<file path="src/rtl/wm8731_i2c_scheduler_if.sv">
// Bundle of the requester handshakes, the I2C-master command/completion pair
// and the per-transaction status outputs of the WM8731 I2C scheduler.
// The scheduler uses the master view; requesters, the I2C master model and
// the status consumer use the slave view.
`timescale 1ns/1ps
interface wm8731_i2c_scheduler_if #(
  parameter int DATA_W = 16
);
  logic              req0_valid;
  logic [DATA_W-1:0] req0_data;
  logic              req0_ready;
  logic              req1_valid;
  logic [DATA_W-1:0] req1_data;
  logic              req1_ready;
  logic              m_start;
  logic [DATA_W-1:0] m_data;
  logic              m_done;
  logic              m_nack;
  logic              busy;
  logic              rsp_valid;
  logic              rsp_id;
  logic              rsp_ok;

  modport master (
    input  req0_valid, req0_data, req1_valid, req1_data, m_done, m_nack,
    output req0_ready, req1_ready, m_start, m_data, busy,
           rsp_valid, rsp_id, rsp_ok
  );

  modport slave (
    output req0_valid, req0_data, req1_valid, req1_data, m_done, m_nack,
    input  req0_ready, req1_ready, m_start, m_data, busy,
           rsp_valid, rsp_id, rsp_ok
  );
endinterface

</file>
<file path="src/rtl/wm8731_i2c_scheduler.sv">
// Two-port scheduler in front of one 16-bit-word I2C master for the WM8731.
// Port 0 (boot sequencer) wins by default, port 1 (runtime control) wins when
// alone or after STARVE_LIM consecutive port-0 grants it sat through.
// Each word is issued, awaited with a timeout, retried up to MAX_RETRY times,
// reported once on rsp_*, and followed by a GAP_CYC idle guard.
`timescale 1ns/1ps
module wm8731_i2c_scheduler #(
  parameter int DATA_W      = 16,
  parameter int TIMEOUT_CYC = 50000,
  parameter int MAX_RETRY   = 2,
  parameter int GAP_CYC     = 100,
  parameter int STARVE_LIM  = 4
) (
  input  logic                          clk,
  input  logic                          reset,
  wm8731_i2c_scheduler_if.master        bus
);

  localparam int TMR_W = $clog2(TIMEOUT_CYC) + 1;
  localparam int RTY_W = $clog2(MAX_RETRY) + 1;
  localparam int GAP_W = $clog2(GAP_CYC) + 1;
  localparam int STV_W = $clog2(STARVE_LIM) + 1;

  typedef enum logic [2:0] {IDLE, ISSUE, WAIT, RESP, GAP} state_t;

  state_t            state_r, next_state_s;
  logic [TMR_W-1:0]  timer_r;
  logic [RTY_W-1:0]  retry_r;
  logic [GAP_W-1:0]  gap_r;
  logic [STV_W-1:0]  starve_r;
  logic              retry_pend_r;
  logic              owner_r;
  logic [DATA_W-1:0] m_data_r;
  logic              m_start_r, busy_r, rsp_valid_r, rsp_id_r, rsp_ok_r;
  logic              p1_win_s, accept_s, ok_s, retry_s;

  // Winner selection, next state and per-transition qualifiers.
  always_comb begin
    next_state_s = state_r;
    p1_win_s     = 1'b0;
    accept_s     = 1'b0;
    ok_s         = 1'b0;
    retry_s      = 1'b0;
    if (bus.req1_valid && (!bus.req0_valid || starve_r == STV_W'(STARVE_LIM))) begin
      p1_win_s = 1'b1;
    end else begin
      p1_win_s = 1'b0;
    end
    case (state_r)
      IDLE: begin
        if (bus.req0_valid || bus.req1_valid) begin
          accept_s     = 1'b1;
          next_state_s = ISSUE;
        end else begin
          next_state_s = IDLE;
        end
      end
      ISSUE: next_state_s = WAIT;
      WAIT: begin
        // A completion in the expiry cycle takes precedence over the timeout.
        if (bus.m_done && !bus.m_nack) begin
          ok_s         = 1'b1;
          next_state_s = RESP;
        end else if (bus.m_done || timer_r == TMR_W'(TIMEOUT_CYC - 1)) begin
          if (retry_r < RTY_W'(MAX_RETRY)) begin
            retry_s = 1'b1;
            if (GAP_CYC == 0) begin
              next_state_s = ISSUE;
            end else begin
              next_state_s = GAP;
            end
          end else begin
            next_state_s = RESP;
          end
        end else begin
          next_state_s = WAIT;
        end
      end
      RESP: begin
        if (GAP_CYC == 0) begin
          next_state_s = IDLE;
        end else begin
          next_state_s = GAP;
        end
      end
      GAP: begin
        if (gap_r == GAP_W'(GAP_CYC - 1)) begin
          next_state_s = retry_pend_r ? ISSUE : IDLE;
        end else begin
          next_state_s = GAP;
        end
      end
      default: next_state_s = IDLE;
    endcase
  end

  // Ready is combinational in IDLE and forced low while reset is held.
  assign bus.req0_ready = reset && (state_r == IDLE) && bus.req0_valid && !p1_win_s;
  assign bus.req1_ready = reset && (state_r == IDLE) && p1_win_s;

  assign bus.m_start   = m_start_r;
  assign bus.m_data    = m_data_r;
  assign bus.busy      = busy_r;
  assign bus.rsp_valid = rsp_valid_r;
  assign bus.rsp_id    = rsp_id_r;
  assign bus.rsp_ok    = rsp_ok_r;

  // State, counters and registered outputs; reset abandons any transfer.
  always_ff @(posedge clk or negedge reset) begin
    if (!reset) begin
      state_r      <= IDLE;
      timer_r      <= '0;
      retry_r      <= '0;
      gap_r        <= '0;
      starve_r     <= '0;
      retry_pend_r <= 1'b0;
      owner_r      <= 1'b0;
      m_data_r     <= '0;
      m_start_r    <= 1'b0;
      busy_r       <= 1'b0;
      rsp_valid_r  <= 1'b0;
      rsp_id_r     <= 1'b0;
      rsp_ok_r     <= 1'b0;
    end else begin
      state_r     <= next_state_s;
      m_start_r   <= (next_state_s == ISSUE);
      busy_r      <= (next_state_s != IDLE);
      rsp_valid_r <= (next_state_s == RESP);

      if (accept_s) begin
        m_data_r <= p1_win_s ? bus.req1_data : bus.req0_data;
        owner_r  <= p1_win_s;
        retry_r  <= '0;
        if (p1_win_s || !bus.req1_valid) begin
          starve_r <= '0;
        end else if (starve_r != STV_W'(STARVE_LIM)) begin
          starve_r <= starve_r + STV_W'(1);
        end else begin
          starve_r <= starve_r;
        end
      end else if (retry_s) begin
        retry_r <= retry_r + RTY_W'(1);
      end else begin
        retry_r <= retry_r;
      end

      if (retry_s) begin
        retry_pend_r <= 1'b1;
      end else if (next_state_s == ISSUE) begin
        retry_pend_r <= 1'b0;
      end else begin
        retry_pend_r <= retry_pend_r;
      end

      if (state_r == ISSUE) begin
        timer_r <= '0;
      end else if (state_r == WAIT) begin
        timer_r <= timer_r + TMR_W'(1);
      end else begin
        timer_r <= timer_r;
      end

      if (state_r == GAP) begin
        gap_r <= gap_r + GAP_W'(1);
      end else begin
        gap_r <= '0;
      end

      if (state_r == WAIT && next_state_s == RESP) begin
        rsp_id_r <= owner_r;
        rsp_ok_r <= ok_s;
      end else begin
        rsp_id_r <= rsp_id_r;
        rsp_ok_r <= rsp_ok_r;
      end
    end
  end

endmodule

</file>
<file path="src/flat_wrapper.sv">
// flat-port wrapper written by rule: the top's interface ports become plain ports
module wm8731_i2c_scheduler_flat 
#(
  parameter int DATA_W      = 16,
  parameter int TIMEOUT_CYC = 50000,
  parameter int MAX_RETRY   = 2,
  parameter int GAP_CYC     = 100,
  parameter int STARVE_LIM  = 4
)
  (clk, reset, bus_req0_valid, bus_req0_data, bus_req1_valid, bus_req1_data, bus_m_done, bus_m_nack, bus_req0_ready, bus_req1_ready, bus_m_start, bus_m_data, bus_busy, bus_rsp_valid, bus_rsp_id, bus_rsp_ok);
  wm8731_i2c_scheduler_if #(.DATA_W(DATA_W)) bus_i ();
  input  logic clk;
  input  logic reset;
  input wire logic [$bits(bus_i.req0_valid)-1:0] bus_req0_valid;
  input wire logic [$bits(bus_i.req0_data)-1:0] bus_req0_data;
  input wire logic [$bits(bus_i.req1_valid)-1:0] bus_req1_valid;
  input wire logic [$bits(bus_i.req1_data)-1:0] bus_req1_data;
  input wire logic [$bits(bus_i.m_done)-1:0] bus_m_done;
  input wire logic [$bits(bus_i.m_nack)-1:0] bus_m_nack;
  output wire logic [$bits(bus_i.req0_ready)-1:0] bus_req0_ready;
  output wire logic [$bits(bus_i.req1_ready)-1:0] bus_req1_ready;
  output wire logic [$bits(bus_i.m_start)-1:0] bus_m_start;
  output wire logic [$bits(bus_i.m_data)-1:0] bus_m_data;
  output wire logic [$bits(bus_i.busy)-1:0] bus_busy;
  output wire logic [$bits(bus_i.rsp_valid)-1:0] bus_rsp_valid;
  output wire logic [$bits(bus_i.rsp_id)-1:0] bus_rsp_id;
  output wire logic [$bits(bus_i.rsp_ok)-1:0] bus_rsp_ok;
  assign bus_i.req0_valid = bus_req0_valid;
  assign bus_i.req0_data = bus_req0_data;
  assign bus_i.req1_valid = bus_req1_valid;
  assign bus_i.req1_data = bus_req1_data;
  assign bus_i.m_done = bus_m_done;
  assign bus_i.m_nack = bus_m_nack;
  assign bus_req0_ready = bus_i.req0_ready;
  assign bus_req1_ready = bus_i.req1_ready;
  assign bus_m_start = bus_i.m_start;
  assign bus_m_data = bus_i.m_data;
  assign bus_busy = bus_i.busy;
  assign bus_rsp_valid = bus_i.rsp_valid;
  assign bus_rsp_id = bus_i.rsp_id;
  assign bus_rsp_ok = bus_i.rsp_ok;
  wm8731_i2c_scheduler #(.DATA_W(DATA_W), .TIMEOUT_CYC(TIMEOUT_CYC), .MAX_RETRY(MAX_RETRY), .GAP_CYC(GAP_CYC), .STARVE_LIM(STARVE_LIM)) u_core (.clk(clk), .reset(reset), .bus(bus_i));
endmodule
</file>
<file path="config.mk">
export PLATFORM = sky130hd
export DESIGN_NAME = wm8731_i2c_scheduler_flat
export DESIGN_NICKNAME = d
export VERILOG_FILES = /design/src/rtl/wm8731_i2c_scheduler_if.sv /design/src/rtl/wm8731_i2c_scheduler.sv /design/src/flat_wrapper.sv
export SDC_FILE = /design/constraint.sdc
export NUM_CORES = 1
export LEC_CHECK = 0
export CAP_MARGIN = 20
export CORE_MARGIN = 1.5
export CORE_UTILIZATION = 38
export DETAILED_ROUTE_END_ITERATION = 12
export SETUP_SLACK_MARGIN = 0.2
export SLEW_MARGIN = 25
export SYNTH_ARGS = -nofsm -noshare
export SYNTH_HDL_FRONTEND = slang
export SYNTH_SLANG_ARGS = --single-unit
export TNS_END_PERCENT = 5
</file>
<file path="constraint.sdc">
create_clock -name clk -period 2.8 [get_ports clk]
set_input_delay 0.84 -clock clk [delete_from_list [all_inputs] [get_ports clk]]
set_output_delay 0.84 -clock clk [all_outputs]
set_load 0.01 [all_outputs]
</file>
==> flow_metrics.env <==
export IMPL_status="complete, no violations"
export IMPL_rr_startpoint="u_core.state_r[2]"
export IMPL_ir_drop_v=0.0003432
export IMPL_cts_root_buffer="clkbuf_8"
export IMPL_ys_types=42
export IMPL_p_leak_nw=1.548
export IMPL_fin_skew_ns=0.007022
export IMPL_multi_input_area_um2=1207
export IMPL_avgViaCountPerCell=4.972
export IMPL_ys_warn_count=0
export IMPL_syn_num_nets=302
export IMPL_critical_path_required_ns=1.96
export IMPL_final_core_util=0.5177
export IMPL_crit_path_top_delay_cell="clkdlybuf4s15_1"
export IMPL_fp_coreArea_um2=6794
export IMPL_die_y_um=86.71
export IMPL_slowest_delay_ns=0.18
export IMPL_totalWireLength_um=5372
export IMPL_cp_end_kind="primary output"
export IMPL_clock_fmax_mhz=397.9
export IMPL_crit_path_start="bus_req0_valid"
export IMPL_htreeDepth=2
export IMPL_ys_ff_latch=56
export IMPL_cp_depth=6
export IMPL_finalSetupViolations=0
export IMPL_syn_inst=260
export IMPL_place_hpwl_um=3884
export IMPL_num_io_pins=61
export IMPL_final_common_cell="dfrtp_1"
export IMPL_slew_headroom=0.5389
export IMPL_r2r_end="u_core.timer_r[15]"
export IMPL_vias=2108
export IMPL_grt_usage=0.1642
export IMPL_dp_cells=416
export IMPL_placed_area_um2=3417
export IMPL_final_cell_mix="56 x dfrtp_1, 55 x clkdlybuf4s50_1, 30 x nand2_1, 28 x o21ai_0"
export IMPL_seq_power_share=0.445
export IMPL_die_area_um2=7518
export IMPL_synthTopCellsByArea="dfrtp_1 53%, mux2i_1 6.4%, o21ai_0 5.3%, nand2_1 4.2%, xnor2_1 3.0%"
export IMPL_yosys_area_top_type="dfrtp_1"
export IMPL_swShare=0.3349
export IMPL_grt_pass1_vias=2096
export IMPL_grt_overflow=0
export IMPL_fin_crit_sh=0.8977
export IMPL_synth_seq_area_share=0.5263
export IMPL_num_nets_final=369
export IMPL_r2r_slack_ns=0.55
export IMPL_netlist_area_um2=2663
export IMPL_post_route_drc_count=0
export IMPL_yosysTopAreaCellShare=0.5263
export IMPL_finalCriticalPeriod_ns=2.513
export IMPL_synthArstFlopShare=1.000
export IMPL_ff2ff_path_depth=4
export IMPL_row_count=30
export IMPL_path_clk_slew_ns=0.10
export IMPL_maxSlewViolCount=0
export IMPL_drive_gt1_frac=0.08537
export IMPL_tightest_slew_ns=0.6917
export IMPL_n_antenna_cell=0
export IMPL_grt_antenna_before_repair=0
export IMPL_grt_max_degree=57
export IMPL_ys_flop_type="dfrtp_1"
export IMPL_path_class="primary input to primary output"
export IMPL_wl_per_cell_um=12.67
export IMPL_initial_core_util=0.3919
export IMPL_final_fill_count=648
export IMPL_drtIter0Drc=97
export IMPL_grt_pass1_wl_um=9694
export IMPL_comb_power_share=0.380
export IMPL_drtPass1Iterations=4
export IMPL_worstPathArrival_ns=1.67
export IMPL_power_mw=2.592
export IMPL_cts_tree="done"
export IMPL_cts_buffer_depth=2
export IMPL_crit_buf_inv=3
export IMPL_chipWidth_um=86.71
export IMPL_final_cell_count_no_fill=424
export IMPL_cap_violations=0
export IMPL_min_path_type="flop to flop"
export IMPL_crit_family="buffers and inverters"
export IMPL_worstPathCellList="clkdlybuf4s15_1 -> a21boi_2 -> nand2b_4 -> buf_4 -> nor2_2 -> buf_2"
export IMPL_rsz0062_at_grt="no"
export IMPL_avgSynthCellArea_um2=10.24
export IMPL_ff_latch_area_um2=1401
export IMPL_ctsHoldBuffers=0
export IMPL_pwr_density_cell_nw_per_um2=736.9
export IMPL_clock_latency_ns=0.31
export IMPL_power_switching_mw=0.8681
export IMPL_gp_congestion=0.8041
export IMPL_areaGrowthSynthToFinish_pct=32.10
export IMPL_clkSinkCount=56
export IMPL_timing_hold_violations_final=0
export IMPL_worstSetupStartpointType="primary input"
export IMPL_synth_edff_count=0
export IMPL_worstPathMaxFanout=2
export IMPL_pwr_share_clk=0.175
export IMPL_finalInstanceArea_um2=3517
export IMPL_cts_inserted_buffers=5
export IMPL_io_buffers=60
export IMPL_p_int_mw=1.724
export IMPL_worstSetupEndpoint="bus_req1_ready"
export IMPL_ant_nets=0
[per-layer routing]
metal | wire length, µm | vias up | share of wire | global-route usage
met5 | 0 | - | 0 | 0
met4 | 99 | 0 | 0.018 | 0.04985
met3 | 448 | 9 | 0.083 | 0.06381
met2 | 2206 | 68 | 0.41 | 0.2401
met1 | 2617 | 972 | 0.49 | 0.2254
li1 | - | 1059 | - | -
[cells in the mapped netlist, drive strengths merged, types with 2 or more instances]
cell / n
dfrtp: 56
nand2: 30
o21ai: 29
nor2: 18
mux2i: 17
xnor2: 9
a21oi: 8
nand3: 8
or3: 8
inv: 7
nor3: 6
clkbuf: 5
nand2b: 5
nor4bb: 5
buf: 4
ha: 4
nand4: 4
nor4: 4
xor2: 4
nor3b: 3
or4: 3
a41oi: 2
and4: 2
mux2: 2
o21a: 2
or2: 2
[sequential cells by signal (all words and copies together) (netlist names)]
name,flops
u_core.timer_r,17
u_core.bus.m_data,16
u_core.gap_r,8
u_core.starve_r,3
u_core.state_r,3
u_core.retry_r,2
u_core.bus.busy,1
u_core.bus.m_start,1
u_core.bus.rsp_id,1
u_core.bus.rsp_ok,1
u_core.bus.rsp_valid,1
u_core.owner_r,1
u_core.retry_pend_r,1
[per-stage QoR]
stage,hold WS (ns),setup TNS [ns],setup WS [ns]
2_1_floorplan,0.4444,0,0.2285
3_3_place_gp,0.4601,-0.7802,-0.4303
3_5_place_dp,0.4698,-0.8489,-0.4670
4_1_cts,0.4928,0,0.1776
5_1_grt,0.5077,0,0.2396
6_report,0.4850,0,0.2866
[cell families after synthesis]
kind of cell | Yosys count | synth area share
and+or+nand+nor | 102 | 0.2035
adders and majority gates | 4 | 0.01880
muxes | 19 | 0.07237
DFF | 56 | 0.5263
AOI/OAI and AO/OA | 50 | 0.1095
xor gates and xnor gates | 13 | 0.04276
buffers and inverters | 16 | 0.02679
[worst reg2reg max path, stage by stage (launching register included)]
cell     delay [ns]
dfrtp_1        0.48
or3b_1         0.59
or3_4          0.49
or4_1          0.47
a21oi_1        0.14
[area by class of cell]
cell class | count | area share
clock buffer | 7 | 0.02455
clock inverter | 1 | 0.002134
inverter | 7 | 0.007471
multi-input combinational | 188 | 0.3433
sequential | 56 | 0.3984
tap | 96 | 0.03415
timing repair buffer | 69 | 0.1900
[power groups by stage]
stage | clock network [mW] | logic, mW | registers [mW]
after global placement | 0 | 0.993 | 1.16
final | 0.454 | 0.985 | 1.15
after floorplan | 0 | 0.438 | 1.21
after global routing | 0.505 | 1.11 | 1.19
after CTS | 0.477 | 1.01 | 1.16
after detailed placement | 0 | 1.01 | 1.17
[how the worst min path moves through the flow]
stage	from	endpoint	slack [ns]	cells after the start
4_1_cts	u_core.bus.m_data[8]	u_core.bus.m_data[8]	0.49	2
5_1_grt	u_core.bus.m_data[5]	u_core.bus.m_data[5]	0.51	2
6_report	u_core.bus.m_data[9]	u_core.bus.m_data[9]	0.49	2
2_1_floorplan	u_core.owner_r	u_core.owner_r	0.44	2
3_5_place_dp	u_core.bus.m_data[9]	u_core.bus.m_data[9]	0.47	2
3_3_place_gp	u_core.bus.m_data[5]	u_core.bus.m_data[5]	0.46	2
[timing repair]
item / 4_1_cts / 5_1_grt
pin swaps: 1 / 0
setup buffers: 0 / 0
setup endpoints to repair: 2 / 1
gates resized for setup: 12 / 3
Power figures use the tool's default switching activity.
